### config.mk
export PLATFORM = sky130hd
export DESIGN_NAME = dm_access_unit
export DESIGN_NICKNAME = d
export VERILOG_FILES = /design/src/rtl/dm_access_unit.sv
export SDC_FILE = /design/constraint.sdc
export NUM_CORES = 1
export LEC_CHECK = 0
export ABC_AREA = 1
export BUFFER_PORTS_ARGS = -buffer_cell sky130_fd_sc_hd__buf_4
export CORE_MARGIN = 2
export CORE_UTILIZATION = 55
export DETAILED_ROUTE_END_ITERATION = 8
export HOLD_SLACK_MARGIN = 0.06
export PLACE_DENSITY = 0.82
export SLEW_MARGIN = 20
export SYNTH_ARGS = -nofsm -noshare
export SYNTH_HDL_FRONTEND = slang
export SYNTH_SLANG_ARGS = --single-unit
### constraint.sdc
create_clock -name clk -period 6.8 [get_ports clk]
set_input_delay 0.68 -clock clk [delete_from_list [all_inputs] [get_ports clk]]
set_output_delay 0.68 -clock clk [all_outputs]
set_load 0.05 [all_outputs]
### src/rtl/dm_access_unit.sv
// MEM-stage data-memory access sequencer: store lane steering, load extraction, req/gnt/rvalid handshake.
// Define DM_ALIGN_CHECK_EN to reject misaligned half/word accesses without touching memory.
module dm_access_unit #(
  parameter int TIMEOUT = 255
) (
  input  logic        clk,
  input  logic        reset,
  input  logic        req_valid,
  input  logic        req_we,
  input  logic [1:0]  req_type,
  input  logic        req_sign,
  input  logic [31:0] req_addr,
  input  logic [31:0] req_wdata,
  output logic        busy,
  output logic        resp_valid,
  output logic        resp_err,
  output logic [31:0] resp_rdata,
  output logic        m_req,
  input  logic        m_gnt,
  output logic        m_we,
  output logic [31:0] m_addr,
  output logic [3:0]  m_byteen,
  output logic [31:0] m_wdata,
  input  logic        m_rvalid,
  input  logic [31:0] m_rdata
);

  localparam int CW = (TIMEOUT > 1) ? $clog2(TIMEOUT) : 1;
  localparam logic [CW-1:0] TO_LAST = (TIMEOUT == 0) ? '0 : CW'(TIMEOUT - 1);

  typedef enum logic [1:0] {S_IDLE, S_ISSUE, S_WAIT, S_DONE} state_t;

  state_t        state_q;
  logic          we_q;
  logic [1:0]    type_q;
  logic          sign_q;
  logic [31:0]   addr_q;
  logic [31:0]   wdata_q;
  logic [CW-1:0] cnt_q;
  logic          busy_q;
  logic          resp_valid_q;
  logic          resp_err_q;
  logic [31:0]   resp_rdata_q;
  logic          m_req_q;

  logic          misalign;
  logic          illegal;
  logic          to_hit;
  logic [3:0]    byteen_d;
  logic [31:0]   wdata_d;
  logic [31:0]   load_ext_d;
  logic [7:0]    lane8;
  logic [15:0]   lane16;

  always_comb begin
`ifdef DM_ALIGN_CHECK_EN
    misalign = ((req_type == 2'b01) && req_addr[0]) ||
               ((req_type == 2'b00) && (req_addr[1:0] != 2'b00));
`else
    misalign = 1'b0;
`endif
    illegal = (req_type == 2'b11) || misalign;
  end

  assign to_hit = (TIMEOUT != 0) && (cnt_q == TO_LAST);

  always_comb begin
    byteen_d = 4'b0000;
    wdata_d  = wdata_q;
    case (type_q)
      2'b00: begin
        byteen_d = 4'b1111;
        wdata_d  = wdata_q;
      end
      2'b01: begin
        byteen_d = 4'b0011 << {addr_q[1], 1'b0};
        wdata_d  = {2{wdata_q[15:0]}};
      end
      2'b10: begin
        byteen_d = 4'b0001 << addr_q[1:0];
        wdata_d  = {4{wdata_q[7:0]}};
      end
      default: begin
        byteen_d = 4'b0000;
        wdata_d  = wdata_q;
      end
    endcase
  end

  always_comb begin
    lane8  = m_rdata[7:0];
    lane16 = addr_q[1] ? m_rdata[31:16] : m_rdata[15:0];
    case (addr_q[1:0])
      2'b00:   lane8 = m_rdata[7:0];
      2'b01:   lane8 = m_rdata[15:8];
      2'b10:   lane8 = m_rdata[23:16];
      default: lane8 = m_rdata[31:24];
    endcase
    case (type_q)
      2'b01:   load_ext_d = {{16{sign_q & lane16[15]}}, lane16};
      2'b10:   load_ext_d = {{24{sign_q & lane8[7]}}, lane8};
      default: load_ext_d = m_rdata;
    endcase
  end

  // A handshake in the same cycle as the timeout takes priority over the abort.
  always_ff @(posedge clk or posedge reset) begin
    if (reset) begin
      state_q      <= S_IDLE;
      we_q         <= 1'b0;
      type_q       <= 2'b00;
      sign_q       <= 1'b0;
      addr_q       <= 32'd0;
      wdata_q      <= 32'd0;
      cnt_q        <= '0;
      busy_q       <= 1'b0;
      resp_valid_q <= 1'b0;
      resp_err_q   <= 1'b0;
      resp_rdata_q <= 32'd0;
      m_req_q      <= 1'b0;
    end else begin
      case (state_q)
        S_IDLE: begin
          if (req_valid) begin
            we_q    <= req_we;
            type_q  <= req_type;
            sign_q  <= req_sign;
            addr_q  <= req_addr;
            wdata_q <= req_wdata;
            busy_q  <= 1'b1;
            cnt_q   <= '0;
            if (illegal) begin
              state_q      <= S_DONE;
              resp_valid_q <= 1'b1;
              resp_err_q   <= 1'b1;
            end else begin
              state_q <= S_ISSUE;
              m_req_q <= 1'b1;
            end
          end
        end
        S_ISSUE: begin
          if (m_gnt) begin
            m_req_q <= 1'b0;
            cnt_q   <= cnt_q + 1'b1;
            if (we_q) begin
              state_q      <= S_DONE;
              resp_valid_q <= 1'b1;
              resp_err_q   <= 1'b0;
            end else begin
              state_q <= S_WAIT;
            end
          end else if (to_hit) begin
            m_req_q      <= 1'b0;
            state_q      <= S_DONE;
            resp_valid_q <= 1'b1;
            resp_err_q   <= 1'b1;
          end else begin
            cnt_q <= cnt_q + 1'b1;
          end
        end
        S_WAIT: begin
          if (m_rvalid) begin
            resp_rdata_q <= load_ext_d;
            state_q      <= S_DONE;
            resp_valid_q <= 1'b1;
            resp_err_q   <= 1'b0;
          end else if (to_hit) begin
            state_q      <= S_DONE;
            resp_valid_q <= 1'b1;
            resp_err_q   <= 1'b1;
          end else begin
            cnt_q <= cnt_q + 1'b1;
          end
        end
        default: begin
          state_q      <= S_IDLE;
          busy_q       <= 1'b0;
          resp_valid_q <= 1'b0;
          resp_err_q   <= 1'b0;
        end
      endcase
    end
  end

  assign busy       = busy_q;
  assign resp_valid = resp_valid_q;
  assign resp_err   = resp_err_q;
  assign resp_rdata = resp_rdata_q;
  assign m_req      = m_req_q;
  assign m_we       = m_req_q & we_q;
  assign m_addr     = m_req_q ? {addr_q[31:2], 2'b00} : 32'd0;
  assign m_byteen   = m_req_q ? byteen_d : 4'b0000;
  assign m_wdata    = (m_req_q && we_q) ? wdata_d : 32'd0;

endmodule

==> impl_metrics.ini <==
[clocking]
cts_hold_buf = 0
numCtsBuffers = 17
cts.sinks = 114
cts_tree = built
cts_setup_buffers = 0
clk-insertion-delay-late_ps = 420
postCtsResizedCells = 0
root_buffer = clkbuf_16
clock_path_buffers = 2
cts.clk_slew.worst_paths_ps = 60
cts_htree_levels = 4

[critical_path]
critPathBufInv = 4
cp_data_required_time_ps = 6120
crit_family = buffers and inverters
r2r_slack_ps = 4080
worstReg2RegStart = type_q[0]
startpoint_type = flip-flop
rr_worst_depth = 8
rr_endpoint = resp_rdata[6]
cp.arrival_ps = 3060
crit_chain = inv_1, ha_1, inv_1, buf_4, a21oi_1, buf_4
worstPathMaxFanout = 44
critPathSlowestCell = ha_1
slowest_delay_ps = 890
end_kind = output pin
critPathKind = reg -> out

[route]
routed-via-count = 6176
first_pass_iters = 5
drt_first_iter_violations = 369
ant_nets = 0
drc = 0
finalWirelength_mm = 17.69
wire_per_inst_um = 15.39
vias_per_cell = 5.375

[timing]
period_share_pct = 54.93
fin_ws_ps = 3065
slew_headroom_pct = 33.16
fmax_mhz = 267.7
min_period_ps = 3735
hold_viol = 0
worstMarginPinSlew_ps = 1003
setup_violations = 0
rsz0062_at_grt = no
clock-skew-final_ps = 10.14
final.setup.tns_ps = 0
slew_violations = 0

[synthesis]
yosysWarnings = 0
netlist.area_leader.share_pct = 44.44
yosys.area.top_type = dfrtp_1
synth_cells = 802
synth.avg_cell_area_um2 = 8.005
ys_seq_elements = 114
yosys-top-cells-area = dfrtp_1, nand2_1, mux2_2, inv_1, a21oi_1
yosysSeqAreaShare_pct = 44.44
syn-cell-area_um2 = 6420
yosysUniqueCellTypes = 32

[global_route]
grt_pass1_wl_mm = 29.23
antenna_found_initial = 0
grt_max_degree = 90
overflow = 0
grt_pass1_vias = 6092
grtUsageTotal_pct = 29.20

[floorplan]
io_pins = 210
start_util_pct = 56.22
core_um2 = 11420
die-height_um = 112.0
fp-row-count = 39
dieWidth_um = 112.0
dieArea_um2 = 12550

[place]
place_ws_ps = 3556
io_buffers = 207
dp_cells = 1118
gp_congestion = 0.9337
dp_hpwl_mm = 12.56
placed_area_um2 = 7995

[final_layout]
final-seq-area_um2 = 2853
final_cell_mix = buf_4, nand2_1, dfrtp_1
stdcell_area_um2 = 8617
syn2layout_area_growth_pct = 34.22
multi_input_area_um2 = 2965
layout.cells.non_filler = 1149
nets = 1110
fillers = 882
drive_gt1_share_pct = 31.71
antennaDiodeCount = 0
final_common_cell = buf_4

[hold_path]
hp-class = in -> async

[job]
drv_cap = 0

[run_status]
outcome = completed
## kinds of logic after synthesis
logic type | count (synthesis) | synth area share, %
compound gates | 155 | 14.75
fa+ha+maj | 11 | 2.144
buf+inv | 148 | 9.550
flops | 114 | 44.44
mux | 47 | 8.244
other cells | 1 | 0.05841
simple gates | 326 | 20.81
## registers in the layout, summed over array words and instances (netlist names), 2 cells and up
name	count
addr_q	32
cnt_q	8
resp_rdata	32
state_q	2
type_q	2
wdata_q	32
## Yosys cell counts, drive strengths merged
cell type  instances
a21boi             1
a21oi             84
a22oi              1
a31oi              1
buf               20
clkbuf            19
conb               1
dfrtp            114
ha                11
inv              109
mux2              47
nand2            183
nand3             41
nand4              1
nor2             100
nor3               1
o2111ai            1
o211ai            10
o21ai             42
o22ai             15
## cell type report
cell class	instances	share of cell area [%]
clock buffers	21	5.343
clock inverters	10	1.830
inverters	109	4.806
multi-input cells	541	34.41
flip-flops and latches	114	33.11
well taps	143	2.076
repair buffers	211	18.43
## through the flow
step	utilization (%)	hold WS, ps
6_report	75.47	281.2
4_1_cts	75.43	284.4
2_1_floorplan	-	479.2
3_3_place_gp	70.02	463.8
5_1_grt	75.47	314.2
3_5_place_dp	70.02	468.8
## worst max-delay path by stage
| stage | slack (ps) | endpoint | cells past startpoint | from |
|---|---|---|---|---|
| final | 3060 | m_wdata[10] | 6 | type_q[0] |
| after global routing | 2880 | m_wdata[10] | 6 | type_q[0] |
| after floorplan | 3100 | addr_q[0] | 1 | reset |
| after global placement | 3620 | m_wdata[10] | 6 | type_q[0] |
| after detailed placement | 3560 | m_wdata[10] | 6 | type_q[0] |
| after CTS | 3100 | m_wdata[10] | 6 | type_q[0] |
## metal layers
metal | up-vias | wire length [um] | global-route usage, %
met5 | - | 0 | 0
met4 | 0 | 759 | 15.93
met3 | 55 | 1570 | 8.369
met2 | 301 | 8375 | 45.94
met1 | 2868 | 6980 | 36.67
li1 | 2952 | - | -
Power is left out: the tool's default activity adds up to more than one toggle a clock period on the data nets, which glitch-free logic cannot reach.
